<file path="src/rtl/vga_timing_gen.sv">
// vga_timing_gen
// Raster timing generator. A clock divider produces one pix_tick every
// CLK_DIV system clocks; on each tick the column counter xc advances and, at
// end of line, the line counter yc advances. hsync/vsync/de are decoded from
// the registered counters with no added latency, so downstream pixel logic
// can index its data with xc/yc directly in the same cycle.
//
// Ports
//   clk         in   system clock
//   reset       in   synchronous active-high reset (dominates en)
//   en          in   run enable; 0 freezes divider and counters
//   pix_tick    out  one-clk pulse per pixel period
//   hsync       out  horizontal sync, active level HSYNC_POL
//   vsync       out  vertical sync, active level VSYNC_POL
//   de          out  display enable (visible area)
//   xc          out  current pixel column
//   yc          out  current line
//   line_start  out  pulse in the cycle whose edge wraps xc to 0
//   frame_start out  pulse in the cycle whose edge wraps (xc,yc) to (0,0)

module vga_timing_gen #(
    parameter int CLK_DIV   = 4,
    parameter int H_VISIBLE = 640,
    parameter int H_FRONT   = 16,
    parameter int H_SYNC    = 96,
    parameter int H_BACK    = 48,
    parameter int V_VISIBLE = 480,
    parameter int V_FRONT   = 10,
    parameter int V_SYNC    = 2,
    parameter int V_BACK    = 33,
    parameter int HSYNC_POL = 0,
    parameter int VSYNC_POL = 0,
    parameter int CW        = 10
) (
    input  logic          clk,
    input  logic          reset,
    input  logic          en,
    output logic          pix_tick,
    output logic          hsync,
    output logic          vsync,
    output logic          de,
    output logic [CW-1:0] xc,
    output logic [CW-1:0] yc,
    output logic          line_start,
    output logic          frame_start
);

    localparam int H_TOTAL = H_VISIBLE + H_FRONT + H_SYNC + H_BACK;
    localparam int V_TOTAL = V_VISIBLE + V_FRONT + V_SYNC + V_BACK;

    // A divide-by-1 still needs a 1-bit counter so the tick equation stays
    // uniform; it simply never leaves 0.
    localparam int DW = (CLK_DIV > 1) ? $clog2(CLK_DIV) : 1;

    localparam logic [DW-1:0] DIV_LAST = DW'(CLK_DIV - 1);
    localparam logic [CW-1:0] H_LAST   = CW'(H_TOTAL - 1);
    localparam logic [CW-1:0] V_LAST   = CW'(V_TOTAL - 1);
    localparam logic [CW-1:0] H_VIS    = CW'(H_VISIBLE);
    localparam logic [CW-1:0] V_VIS    = CW'(V_VISIBLE);
    localparam logic [CW-1:0] HS_FIRST = CW'(H_VISIBLE + H_FRONT);
    localparam logic [CW-1:0] HS_LAST  = CW'(H_VISIBLE + H_FRONT + H_SYNC - 1);
    localparam logic [CW-1:0] VS_FIRST = CW'(V_VISIBLE + V_FRONT);
    localparam logic [CW-1:0] VS_LAST  = CW'(V_VISIBLE + V_FRONT + V_SYNC - 1);

    localparam logic HS_ON = (HSYNC_POL != 0);
    localparam logic VS_ON = (VSYNC_POL != 0);

    // Parameter sanity: reject geometries the counters cannot represent.
    if (CLK_DIV < 1) begin : g_bad_div
        $error("vga_timing_gen: CLK_DIV must be >= 1");
    end
    if (H_SYNC < 1 || V_SYNC < 1) begin : g_bad_sync
        $error("vga_timing_gen: sync widths must be non-zero");
    end
    if (longint'(H_TOTAL) - 1 > (longint'(1) << CW) - 1) begin : g_bad_h
        $error("vga_timing_gen: H_TOTAL-1 does not fit in CW bits");
    end
    if (longint'(V_TOTAL) - 1 > (longint'(1) << CW) - 1) begin : g_bad_v
        $error("vga_timing_gen: V_TOTAL-1 does not fit in CW bits");
    end

    logic [DW-1:0] div;
    logic          h_wrap;
    logic          v_wrap;
    logic          hs_act;
    logic          vs_act;

    // ------------------------------------------------------------------
    // Strobes: combinational from registered state so they line up with
    // the edge that performs the step/wrap.
    // ------------------------------------------------------------------
    assign pix_tick    = en && (div == DIV_LAST);
    assign h_wrap      = (xc == H_LAST);
    assign v_wrap      = (yc == V_LAST);
    assign line_start  = pix_tick && h_wrap;
    assign frame_start = line_start && v_wrap;

    // ------------------------------------------------------------------
    // Divider. Holds its value while en=0 so a pause never adds or drops
    // a tick.
    // ------------------------------------------------------------------
    always_ff @(posedge clk) begin
        if (reset) begin
            div <= '0;
        end else if (en) begin
            div <= (div == DIV_LAST) ? '0 : div + DW'(1);
        end
    end

    // ------------------------------------------------------------------
    // Position counters. yc only moves on the tick that wraps xc.
    // ------------------------------------------------------------------
    always_ff @(posedge clk) begin
        if (reset) begin
            xc <= '0;
            yc <= '0;
        end else if (pix_tick) begin
            if (h_wrap) begin
                xc <= '0;
                yc <= v_wrap ? '0 : yc + CW'(1);
            end else begin
                xc <= xc + CW'(1);
            end
        end
    end

    // ------------------------------------------------------------------
    // Decode. Zero latency relative to xc/yc.
    // ------------------------------------------------------------------
    assign hs_act = (xc >= HS_FIRST) && (xc <= HS_LAST);
    assign vs_act = (yc >= VS_FIRST) && (yc <= VS_LAST);
    assign hsync  = hs_act ? HS_ON : ~HS_ON;
    assign vsync  = vs_act ? VS_ON : ~VS_ON;
    assign de     = (xc < H_VIS) && (yc < V_VIS);

endmodule

</file>
<file path="config.mk">
export PLATFORM = sky130hd
export DESIGN_NAME = vga_timing_gen
export DESIGN_NICKNAME = d
export VERILOG_FILES = /design/src/rtl/vga_timing_gen.sv
export SDC_FILE = /design/constraint.sdc
export NUM_CORES = 1
export LEC_CHECK = 0
export ABC_AREA = 1
export BUFFER_PORTS_ARGS = -buffer_cell sky130_fd_sc_hd__clkbuf_2
export CAP_MARGIN = 10
export CORE_AREA = 2 2 57 59
export CTS_BUF_LIST = sky130_fd_sc_hd__clkbuf_2
export CTS_CLUSTER_DIAMETER = 40
export CTS_CLUSTER_SIZE = 14
export DETAILED_ROUTE_END_ITERATION = 12
export DIE_AREA = 0 0 59 61
export HOLD_SLACK_MARGIN = 0.05
export PLACE_DENSITY_LB_ADDON = 0.12
export SYNTH_ARGS = -nofsm -noshare
export SYNTH_HDL_FRONTEND = slang
export SYNTH_SLANG_ARGS = --single-unit
</file>
<file path="constraint.sdc">
create_clock -name clk -period 1.2 [get_ports clk]
set_input_delay 0.18 -clock clk [delete_from_list [all_inputs] [get_ports clk]]
set_output_delay 0.18 -clock clk [all_outputs]
set_load 0.05 [all_outputs]
</file>
==> impl_summary.txt, run 1 <==
----------------------------------------------------
[CTS]
  Clock sink count ... 22
  Hold-fix buffers, CTS ... 0
  Maximum level of the CTS H-tree ... 1
  Clock tree root driver cell ... sky130_fd_sc_hd__clkbuf_2
  TritonCTS buffer count ... 3
  Clock Tree Buf Depth ... 2

[STA]
  Worst endpoint type ... top-level output
  Worst endpoint left by the global-route repair_timing run ... frame_start

[Outcome]
  Last stage reached ... global routing (5_1_grt)
  Run Error ... [ERROR DPL-0038] Utilization greater than 100%, impossible to legalize
  Outcome ... did not finish

[Logic synthesis]
  Post-synth EDFFs ... 0
  Count of different cell masters after synthesis ... 27
  Post-synthesis sequential area ratio ... 0.313
  Syn nets ... 219
  Main synth FF type ... sky130_fd_sc_hd__dfxtp_1
  Async SR Flop Fraction ... 0
  Syn Std Cell Area ... 1410 um^2
  Number of flip-flops and latches in the synthesized netlist ... 22
  Yosys Warn Count ... 0
  Synthesized instance count ... 210
  Synthesized area per cell ... 6.70 um^2

[Floorplanning]
  Horiz. Die Dim ... 59 um
  Standard-cell rows ... 20
  Io pins ... 29
  Starting Density ... 0.477
  Die outline height ... 61 um

[Placement]
  Placed Area ... 2190 um^2
  Placed wire-length estimate after detailed placement ... 3250 um
  Cell total after placement ... 324
  Last weighted congestion value of the routability-driven placer ... 0.843
  IO buf count ... 28

[Global routing]
  Pin count of the biggest net entering global routing ... 13

----------------------------------------------------
[logic make-up after synthesis]
| family | share of synthesized area |
|---|---|
| AOI/OAI and AO/OA | 0.0667 |
| xor gates and xnor gates | 0.0187 |
| adders and majority gates | 0.0533 |
| buffers and inverters | 0.0960 |
| DFF | 0.313 |
| and+or+nand+nor | 0.452 |
[synthesized netlist by cell type (4+ instances only)]
master | number | area share
sky130_fd_sc_hd__nand2_2 | 4 | 0.018
sky130_fd_sc_hd__ha_1 | 6 | 0.053
sky130_fd_sc_hd__dfxtp_1 | 22 | 0.31
sky130_fd_sc_hd__a21oi_1 | 9 | 0.032
sky130_fd_sc_hd__nand3_1 | 12 | 0.043
sky130_fd_sc_hd__nor2_2 | 6 | 0.027
sky130_fd_sc_hd__nand4_1 | 4 | 0.018
sky130_fd_sc_hd__o21ai_0 | 5 | 0.018
sky130_fd_sc_hd__nand2_1 | 49 | 0.13
sky130_fd_sc_hd__nor2_1 | 31 | 0.083
sky130_fd_sc_hd__nor3_1 | 6 | 0.021
sky130_fd_sc_hd__inv_1 | 32 | 0.085
[per-stage QoR]
stage	setup WS, ps	setup TNS [ps]
CTS	-537	-7660
detailed placement	-222	-2680
global placement	-173	-2040
floorplan	-284	-2880
[repair_timing]
item                                    CTS
endpoints found under the setup margin   45
hold endpoints to repair                  0
pin swaps                                14
gates resized for setup                 115
setup buffers                            12
==> run 2, diff against run 1 <==
==> config.mk (replaced) <==
export PLATFORM = sky130hd
export DESIGN_NAME = vga_timing_gen
export DESIGN_NICKNAME = d
export VERILOG_FILES = /design/src/rtl/vga_timing_gen.sv
export SDC_FILE = /design/constraint.sdc
export NUM_CORES = 1
export LEC_CHECK = 0
export ABC_AREA = 1
export BUFFER_PORTS_ARGS = -buffer_cell sky130_fd_sc_hd__clkbuf_2
export CAP_MARGIN = 10
export CORE_AREA = 2 2 67 69
export DETAILED_ROUTE_END_ITERATION = 12
export DIE_AREA = 0 0 69 71
export PLACE_DENSITY_LB_ADDON = 0.15
export SYNTH_ARGS = -nofsm -noshare
export SYNTH_HDL_FRONTEND = slang
export SYNTH_SLANG_ARGS = --single-unit
==> constraint.sdc (replaced) <==
create_clock -name clk -period 1.6 [get_ports clk]
set_input_delay 0.24 -clock clk [delete_from_list [all_inputs] [get_ports clk]]
set_output_delay 0.24 -clock clk [all_outputs]
set_load 0.05 [all_outputs]
==> impl_summary.txt, run 2 <==
----------------------------------------------------
[STA]
  Measured slew at the worst slew-check pin ... 300 ps
  Tmin final ... 1610 ps
  RSZ-0062 raised after global routing ... true
  Hold Vio Cnt, Final ... 0
  Period utilisation layout ... 1.00
  Smallest hold slack ... 299 ps
  Normalized max-slew margin ... 0.799
  Setup violations, final ... 1
  Setup clock skew after layout ... 5.18 ps
  FMAX ... 622 MHz
  Final Slew Violations ... 0
  Final critical-path setup slack ... -6.53 ps
  Setup TNS after final layout ... -6.53 ps

[Setup path]
  Ordered list of cells on the worst path ... inv_4 -> ha_4 -> nand2_1 -> nor2_2 -> nand3_2 -> nor2_4 -> buf_12
  Critical path data arrival time ... 1370 ps
  Element type at the critical path end ... primary output
  Required time of the critical path ... 1360 ps
  Launching element type of the critical path ... register
  Critical-path maximum fanout ... 3
  Max stage delay on crit path ... 370 ps
  Worst Path Class, Setup ... reg -> out
  Buffers & Inverters on Critical Path ... 2
  Cell family with the largest share of critical-path delay ... simple AND/OR/NAND/NOR gates
  Cell with the largest stage delay on the worst path ... sky130_fd_sc_hd__dfxtp_4

[Placement]
  Placement-stage worst setup slack ... 33.4 ps
  Placed wire-length estimate after detailed placement ... 2640 um
  Placed Area ... 1690 um^2
  Last weighted congestion value of the routability-driven placer ... 0.888
  IO buf count ... 28

[Floorplanning]
  Core box area ... 4200 um^2
  Io pins ... 29
  Standard-cell rows ... 24
  Die outline height ... 71 um
  Total Die Area ... 4900 um^2
  Horiz. Die Dim ... 69 um
  Starting Density ... 0.335

[Global routing]
  Pin count of the biggest net entering global routing ... 13
  Final global-route overflow total ... 0
  Gr usage total ... 0.154
  Number of global-route vias before repair ... 1,376
  Wire length of the first global-routing pass ... 6200 um
  Initial antenna violation count ... 0

[CTS]
  CTS tree ... yes
  Clock latency on the worst-skew pair ... 260 ps
  Clock sink count ... 22
  TritonCTS buffer count ... 3
  Maximum level of the CTS H-tree ... 1
  Clock tree root driver cell ... sky130_fd_sc_hd__clkbuf_8
  Hold-fix buffers, CTS ... 0
  Clock Tree Buf Depth ... 2
  CTS clock-pin slew for the worst setup and hold paths ... 90 ps

[Cells and area]
  Highest-count cells in the layout ignoring fill and taps ... sky130_fd_sc_hd__nand2_1, sky130_fd_sc_hd__inv_1, sky130_fd_sc_hd__nor2_1
  Number of fillers in the final layout ... 453
  Sequential cell area ... 474 um^2
  Most frequent standard cell in the layout excluding fill and tap cells ... sky130_fd_sc_hd__nand2_1
  Number of inserted diodes ... 0
  Registers with the highest flip-flop counts ... xc: 10 flops, yc: 10 flops, div: 2 flops
  Fraction of layout cells with a size suffix above 1 ... 0.398
  Non-Filler Cell Area, Final ... 1970 um^2
  Total area of multi-input combinational cells ... 927 um^2
  Post-synthesis to final-layout area growth ... 39.7%
  Layout net count ... 269

[Logic synthesis]
  Post-synth top area share ... 0.313
  Dominant cell by count in the synthesized netlist ... sky130_fd_sc_hd__nand2_1
  Post-synth EDFFs ... 0
  Synthesized instance count ... 210
  Count of different cell masters after synthesis ... 27
  Yosys Warn Count ... 0
  Main synth FF type ... sky130_fd_sc_hd__dfxtp_1
  Syn Std Cell Area ... 1410 um^2
  Number of flip-flops and latches in the synthesized netlist ... 22
  Async SR Flop Fraction ... 0
  Syn nets ... 219
  Post-synthesis sequential area ratio ... 0.313
  Synthesized area per cell ... 6.70 um^2
  Most area-consuming cells after synthesis ... sky130_fd_sc_hd__dfxtp_1, sky130_fd_sc_hd__nand2_1, sky130_fd_sc_hd__inv_1, sky130_fd_sc_hd__nor2_1, sky130_fd_sc_hd__ha_1
  Post-synth top area cell ... sky130_fd_sc_hd__dfxtp_1
  Most frequent cells after synthesis ... sky130_fd_sc_hd__nand2_1, sky130_fd_sc_hd__inv_1, sky130_fd_sc_hd__nor2_1

[Power]
  Clk network pwr share ... 0.377
  Sequential share of power ... 0.570
  Worst voltage drop across the vdd grid ... 0.258 mV
  Leakage ... 0.920 nW
  Power per standard cell area ... 491 nW/um^2
  Switch share ... 0.239
  Switching pwr ... 0.231 mW
  Internal power of the cells ... 0.736 mW
  Relative contribution of combinational cells to total power ... 0.054
  Total power draw ... 0.966 mW

[Detailed routing]
  Detail-routed via count per cell ... 4.64
  Total number of vias ... 1,444
  Post-route ant nets ... 0
  Post-DR wirelength/cell ... 11.5 um
  Initial DRC count ... 79
  DRC violations left ... 0
  Number of optimization iterations in the first detailed-route pass ... 4
  Total wire length after detailed routing ... 3580 um

[Hold path]
  Worst min path class ... in -> reg

[Outcome]
  Outcome ... complete, but fails checks
  Violations in the final reports ... negative setup slack

[Job]
  Count of maximum capacitance violations ... 0

----------------------------------------------------
==> run 2: worst paths after layout <==
check	start	end	slack, ps	cells after the start
worst min register to register	yc[8]$_SDFFE_PP0P_	yc[8]$_SDFFE_PP0P_	520	2
worst max register to register	yc[1]$_SDFFE_PP0P_	yc[4]$_SDFFE_PP0P_	80	8
worst max-delay path	yc[1]$_SDFFE_PP0P_	frame_start	-7	7
worst min-delay path	reset	yc[8]$_SDFFE_PP0P_	300	2
==> run 2: metrics by stage <==
stage,util,instances
2_1_floorplan,-,210
3_3_place_gp,0.403,293
3_5_place_dp,0.403,293
4_1_cts,0.461,310
5_1_grt,0.468,311
6_report,0.468,311
==> run 2: logic make-up after synthesis <==
kind of cell | after synthesis | synth area share
simple gates | 127 | 0.452
flops | 22 | 0.313
compound gates | 17 | 0.0667
buf+inv | 35 | 0.0960
xor+xnor | 3 | 0.0187
fa+ha+maj | 6 | 0.0533
==> run 2: layout make-up <==
class | count | area share
Multi-Input combinational cell | 153 | 0.471
Sequential cell | 22 | 0.241
Timing Repair Buffer | 46 | 0.158
Inverter | 34 | 0.0732
Tap cell | 52 | 0.0331
Clock buffer | 3 | 0.0210
Clock inverter | 1 | 0.00191
==> run 2: what timing repair did <==
| item | in CTS | in global routing |
|---|---|---|
| setup buffers | 13 | 1 |
| pin swaps | 9 | 4 |
| endpoints found under the setup margin | 5 | 7 |
| gates resized for setup | 23 | 11 |
==> run 2: per-layer routing <==
layer / global-route usage / vias to the layer above / part of all wire
met2: 0.248 / 22 / 0.46
met4: 0.0588 / 0 / 0.013
met1: 0.210 / 655 / 0.49
met5: 0 / - / 0
met3: 0.0214 / 4 / 0.028
li1: - / 763 / -
==> run 2: power by group through the flow <==
stage	registers (mW)	clock network [mW]	logic, mW
2_1_floorplan	0.566	0	0.0273
3_3_place_gp	0.564	0	0.0408
3_5_place_dp	0.564	0	0.0413
4_1_cts	0.552	0.388	0.0514
5_1_grt	0.552	0.402	0.0587
6_report	0.551	0.364	0.0518
No activity file was read; power rests on OpenSTA's default activity.
==> run 3, diff against run 2 <==
--- a/config.mk
+++ b/config.mk
@@ -8,6 +8,8 @@
 export ABC_AREA = 1
 export BUFFER_PORTS_ARGS = -buffer_cell sky130_fd_sc_hd__clkbuf_2
 export CAP_MARGIN = 10
+export CELL_PAD_IN_SITES_DETAIL_PLACEMENT = 0
+export CELL_PAD_IN_SITES_GLOBAL_PLACEMENT = 1
 export CORE_AREA = 2 2 67 69
 export DETAILED_ROUTE_END_ITERATION = 12
 export DIE_AREA = 0 0 69 71
==> impl_summary.txt, run 3 (same netlist as run 2, synthesis figures left out) <==
----------------------------------------------------
[Outcome]
  Outcome ... complete, but fails checks
  Violations in the final reports ... negative setup slack

[Setup path]
  Reg-to-reg setup timing slack ... 110 ps
  Worst setup path end ... frame_start
  Worst R2R End ... yc[7]$_SDFFE_PP0P_
  Depth of the most critical reg-to-reg path ... 9
  Critical path data arrival time ... 1390 ps
  Source of the critical timing path ... yc[0]$_SDFFE_PP0P_
  Max stage delay on crit path ... 360 ps
  Ordered list of cells on the worst path ... inv_4 -> ha_4 -> nand2_1 -> nor2_2 -> nand3_2 -> nor2_4 -> buf_8
  Cell with the largest stage delay on the worst path ... sky130_fd_sc_hd__dfxtp_4
  Startpoint of the worst register-to-register path ... div[1]$_SDFFE_PP0P_
  Required time of the critical path ... 1360 ps
  Launching element type of the critical path ... register
  Element type at the critical path end ... primary output
  Worst Path Class, Setup ... reg -> out
  Critical-path maximum fanout ... 4

[Cells and area]
  Registers with the highest flip-flop counts ... xc: 10 flops, yc: 10 flops, div: 2 flops
  Non-Filler Cell Area, Final ... 2050 um^2
  Highest-count cells in the layout ignoring fill and taps ... sky130_fd_sc_hd__nand2_1, sky130_fd_sc_hd__inv_1, sky130_fd_sc_hd__buf_4
  Most frequent standard cell in the layout excluding fill and tap cells ... sky130_fd_sc_hd__nand2_1
  Final core utilization ... 0.488
  Cell Count, Final, Fillers Out ... 320
  Layout net count ... 278
  Fraction of layout cells with a size suffix above 1 ... 0.422
  Number of inserted diodes ... 0
  Post-synthesis to final-layout area growth ... 45.8%

[STA]
  RSZ-0062 raised after global routing ... true
  FMAX ... 612 MHz
  Normalized max-slew margin ... 0.815
  Setup clock skew after layout ... 3.10 ps
  Period utilisation layout ... 1.02
  Measured slew at the worst slew-check pin ... 279 ps
  Final critical-path setup slack ... -33.9 ps
  Setup violations, final ... 1
  Final Slew Violations ... 0
  Tmin final ... 1630 ps
  Hold Vio Cnt, Final ... 0

[Floorplanning]
  Io pins ... 29
  Standard-cell rows ... 24
  Starting Density ... 0.335
  Core box area ... 4200 um^2
  Die outline height ... 71 um
  Total Die Area ... 4900 um^2
  Horiz. Die Dim ... 69 um

[Hold path]
  Worst min path class ... in -> reg
  Source of the worst hold timing path ... en

[Power]
  Worst voltage drop across the vdd grid ... 0.239 mV
  Leakage ... 0.991 nW
  Total power draw ... 1.02 mW
  Power per standard cell area ... 495 nW/um^2

[Detailed routing]
  Highest Signal Layer ... met4
  DRC violations left ... 0
  Total number of vias ... 1,458
  Number of optimization iterations in the first detailed-route pass ... 5
  Initial DRC count ... 54
  Total wire length after detailed routing ... 3820 um
  Detail-routed via count per cell ... 4.56
  Routed wire length on met3 ... 106 um
  DRT met1 WL ... 1810 um
  Post-route ant nets ... 0
  Routed wire length on met2 ... 1870 um
  Post-DR wirelength/cell ... 11.9 um

[CTS]
  Clock tree root driver cell ... sky130_fd_sc_hd__clkbuf_8
  TritonCTS buffer count ... 3
  Hold-fix buffers, CTS ... 0
  CTS clock-pin slew for the worst setup and hold paths ... 90 ps
  Clock latency on the worst-skew pair ... 260 ps
  Clock Tree Buf Depth ... 2
  CTS tree ... yes
  Clock sink count ... 22
  Maximum level of the CTS H-tree ... 1

[Global routing]
  Number of global-route vias before repair ... 1,406
  Final global-route overflow total ... 0
  Gr usage total ... 0.161
  Initial antenna violation count ... 0
  Wire length of the first global-routing pass ... 6420 um
  Pin count of the biggest net entering global routing ... 13

[Job]
  Count of maximum capacitance violations ... 0

[Placement]
  Placement-stage worst setup slack ... 38.8 ps
  Last weighted congestion value of the routability-driven placer ... 0.752
  IO buf count ... 28
  Placed wire-length estimate after detailed placement ... 2820 um
  Placed Area ... 1720 um^2
  Cell total after placement ... 299

----------------------------------------------------
==> run 3: area by class of cell <==
type / instances / area (um^2)
clock buffer: 4 / 55.1
multi-input combinational: 153 / 921
fill: 457 / 2150
sequential: 22 / 474
tap: 52 / 65.1
inverter: 34 / 139
timing repair buffer: 55 / 398
==> run 3: worst max-delay path, delay by kind of cell (launching register included) <==
family        cells  cell delay (ps)
fa+ha+maj         1              110
buf+inv           2              220
flops             1              360
simple gates      4              430
==> run 3: report_power, final <==
group          switching, mW  internal (mW)  total [mW]
Clock                  0.197          0.220       0.416
Sequential           0.00503          0.545       0.550
Combinational         0.0316         0.0168      0.0484
==> run 3: how the worst min path moves through the flow <==
| stage | depth (start not counted) | endpoint | slack, ps |
|---|---|---|---|
| after floorplan | 2 | div[1]$_SDFFE_PP0P_ | 390 |
| after global placement | 2 | yc[0]$_SDFFE_PP0P_ | 480 |
| after detailed placement | 2 | xc[0]$_SDFFE_PP0N_ | 490 |
| after CTS | 2 | yc[8]$_SDFFE_PP0P_ | 290 |
| after global routing | 2 | yc[8]$_SDFFE_PP0P_ | 290 |
| final | 3 | div[1]$_SDFFE_PP0P_ | 290 |
==> run 3: routing by layer <==
| layer | up-vias | track usage |
|---|---|---|
| met5 | - | 0 |
| met4 | 0 | 0.0545 |
| met3 | 4 | 0.0242 |
| met2 | 23 | 0.277 |
| met1 | 647 | 0.207 |
| li1 | 784 | - |
==> run 3: per-stage QoR <==
step | TNS (ps) | hold slack (ps)
global placement | 0 | 481
global route | -255 | 294
detailed placement | 0 | 489
CTS | -56.6 | 292
finish | -33.9 | 293
floorplan | -7.16 | 392
==> run 3: timing repair <==
item                       in CTS  in global routing
pin swaps                      11                  6
buffers inserted               12                  5
resized for setup              26                 13
setup endpoints to repair       5                 10
==> run 4, diff against run 3 <==
--- a/config.mk
+++ b/config.mk
@@ -10,10 +10,11 @@
 export CAP_MARGIN = 10
 export CELL_PAD_IN_SITES_DETAIL_PLACEMENT = 0
 export CELL_PAD_IN_SITES_GLOBAL_PLACEMENT = 1
-export CORE_AREA = 2 2 67 69
+export CORE_AREA = 2 2 64 66
 export DETAILED_ROUTE_END_ITERATION = 12
-export DIE_AREA = 0 0 69 71
+export DIE_AREA = 0 0 66 68
 export PLACE_DENSITY_LB_ADDON = 0.15
+export RECOVER_POWER = 100
 export SYNTH_ARGS = -nofsm -noshare
 export SYNTH_HDL_FRONTEND = slang
 export SYNTH_SLANG_ARGS = --single-unit
==> impl_summary.txt, run 4 (same netlist as run 2, synthesis figures left out) <==
----------------------------------------------------
[Setup path]
  Worst Path Class, Setup ... reg -> out
  Cell with the largest stage delay on the worst path ... sky130_fd_sc_hd__dfxtp_4
  Critical path data arrival time ... 1360 ps
  Required time of the critical path ... 1360 ps
  Launching element type of the critical path ... register
  Buffers & Inverters on Critical Path ... 2
  Cell family with the largest share of critical-path delay ... simple AND/OR/NAND/NOR gates
  Critical-path maximum fanout ... 4
  Max stage delay on crit path ... 370 ps
  Ordered list of cells on the worst path ... inv_4 -> ha_4 -> nand2_2 -> nor2_2 -> nand3_2 -> nor2_4 -> buf_12
  Element type at the critical path end ... primary output

[CTS]
  CTS tree ... yes
  Maximum level of the CTS H-tree ... 1
  Clock sink count ... 22
  CTS clock-pin slew for the worst setup and hold paths ... 80 ps
  TritonCTS buffer count ... 3
  Clock latency on the worst-skew pair ... 270 ps
  Hold-fix buffers, CTS ... 0
  Clock Tree Buf Depth ... 2
  Clock tree root driver cell ... sky130_fd_sc_hd__clkbuf_8

[Global routing]
  Final global-route overflow total ... 0
  Initial antenna violation count ... 0
  Number of global-route vias before repair ... 1,269
  Gr usage total ... 0.169
  Wire length of the first global-routing pass ... 5780 um
  Pin count of the biggest net entering global routing ... 12

[STA]
  Setup clock skew after layout ... 2.00 ps
  Smallest hold slack ... 310 ps
  Normalized max-slew margin ... 0.603
  Final Slew Violations ... 0
  Measured slew at the worst slew-check pin ... 598 ps
  RSZ-0062 raised after global routing ... true
  Hold Vio Cnt, Final ... 0
  Final critical-path setup slack ... -3.41 ps
  Tmin final ... 1600 ps
  FMAX ... 624 MHz
  Setup violations, final ... 1
  Period utilisation layout ... 1.00

[Floorplanning]
  Io pins ... 29
  Total Die Area ... 4490 um^2
  Horiz. Die Dim ... 66 um
  Core box area ... 3860 um^2
  Standard-cell rows ... 23
  Die outline height ... 68 um
  Starting Density ... 0.365

[Placement]
  Placed wire-length estimate after detailed placement ... 2650 um
  Last weighted congestion value of the routability-driven placer ... 0.841
  IO buf count ... 28

[Cells and area]
  Post-synthesis to final-layout area growth ... 37.5%
  Number of fillers in the final layout ... 406
  Registers with the highest flip-flop counts ... xc: 10 flops, yc: 10 flops, div: 2 flops
  Final core utilization ... 0.502
  Number of inserted diodes ... 0
  Most frequent standard cell in the layout excluding fill and tap cells ... sky130_fd_sc_hd__nand2_1
  Highest-count cells in the layout ignoring fill and taps ... sky130_fd_sc_hd__nand2_1, sky130_fd_sc_hd__inv_1, sky130_fd_sc_hd__nor2_1
  Layout net count ... 267
  Fraction of layout cells with a size suffix above 1 ... 0.340

[Power]
  Leakage ... 0.851 nW
  Total power draw ... 0.957 mW
  Worst voltage drop across the vdd grid ... 0.305 mV
  Switching pwr ... 0.228 mW
  Internal power of the cells ... 0.729 mW
  Switch share ... 0.238
  Sequential share of power ... 0.574
  Relative contribution of combinational cells to total power ... 0.050
  Power per standard cell area ... 494 nW/um^2
  Clk network pwr share ... 0.376

[Detailed routing]
  Total wire length after detailed routing ... 3600 um
  Detail-routed via count per cell ... 4.62
  Initial DRC count ... 55
  Post-route ant nets ... 0
  Number of optimization iterations in the first detailed-route pass ... 4
  Total number of vias ... 1,413
  Post-DR wirelength/cell ... 11.8 um
  DRC violations left ... 0

[Outcome]
  Violations in the final reports ... negative setup slack
  Outcome ... complete, but fails checks

[Hold path]
  Worst min path class ... in -> reg

[Job]
  Count of maximum capacitance violations ... 0

----------------------------------------------------
-- run 4: worst register-to-register path: stages (launching register included) --
cell and delay [ps]:
sky130_fd_sc_hd__dfxtp_2 360, sky130_fd_sc_hd__ha_4 170, sky130_fd_sc_hd__nand2_8 70, sky130_fd_sc_hd__nor2_8 120
sky130_fd_sc_hd__buf_4 140, sky130_fd_sc_hd__nand3_1 90, sky130_fd_sc_hd__nor2_1 190, sky130_fd_sc_hd__nand3_1 90
sky130_fd_sc_hd__nand2_1 60, sky130_fd_sc_hd__nor2_1 30
-- run 4: stage by stage --
step | setup slack [ps] | std cells | setup TNS, ps | instance area [um^2]
2_1_floorplan | -7.16 | 210 | -7.16 | 1450
3_3_place_gp | 69.5 | 294 | 0 | 1710
3_5_place_dp | 44.4 | 294 | 0 | 1710
4_1_cts | -33.3 | 305 | -57.6 | 1920
5_1_grt | -92.8 | 306 | -183 | 1940
6_report | -3.41 | 306 | -3.41 | 1940
-- run 4: metal layers --
layer  part of all wire  wire length [um]  vias to the layer above  track usage
met3              0.028               100                        5       0.0197
li1                   -                 -                      750            -
met4              0.014                51                        0       0.0612
met2               0.45              1620                       20        0.266
met5                  0                 0                        -            0
met1               0.51              1830                      638        0.238
-- run 4: power by group through the flow --
stage | registers [mW] | logic (mW) | clock network, mW
floorplan | 0.566 | 0.0273 | 0
global placement | 0.564 | 0.0438 | 0
detailed placement | 0.565 | 0.0432 | 0
CTS | 0.553 | 0.0492 | 0.370
global route | 0.550 | 0.0546 | 0.397
finish | 0.549 | 0.0480 | 0.360
-- run 4: path summary, 6_finish.rpt --
check | from | endpoint | cells after the start | slack [ps]
worst max register to register | div[1]$_SDFFE_PP0P_ | xc[9]$_SDFFE_PP0N_ | 9 | 170
worst min-delay path | reset | yc[8]$_SDFFE_PP0P_ | 3 | 310
worst max-delay path | yc[1]$_SDFFE_PP0P_ | frame_start | 7 | -3
worst min register to register | xc[8]$_SDFFE_PP0N_ | xc[8]$_SDFFE_PP0N_ | 2 | 520
-- run 4: cell type report --
class	instances	area, um^2	area share
Clock buffer	3	41.3	0.0213
Inverter	34	141	0.0730
Multi-Input combinational cell	153	927	0.479
Sequential cell	22	478	0.247
Tap cell	50	62.6	0.0323
Timing Repair Buffer	44	285	0.147
-- run 4: what timing repair did --
action | CTS | global route
resized for setup | 22 | 14
setup endpoints to repair | 5 | 5
buffers inserted | 8 | 1
pin swaps | 8 | 3
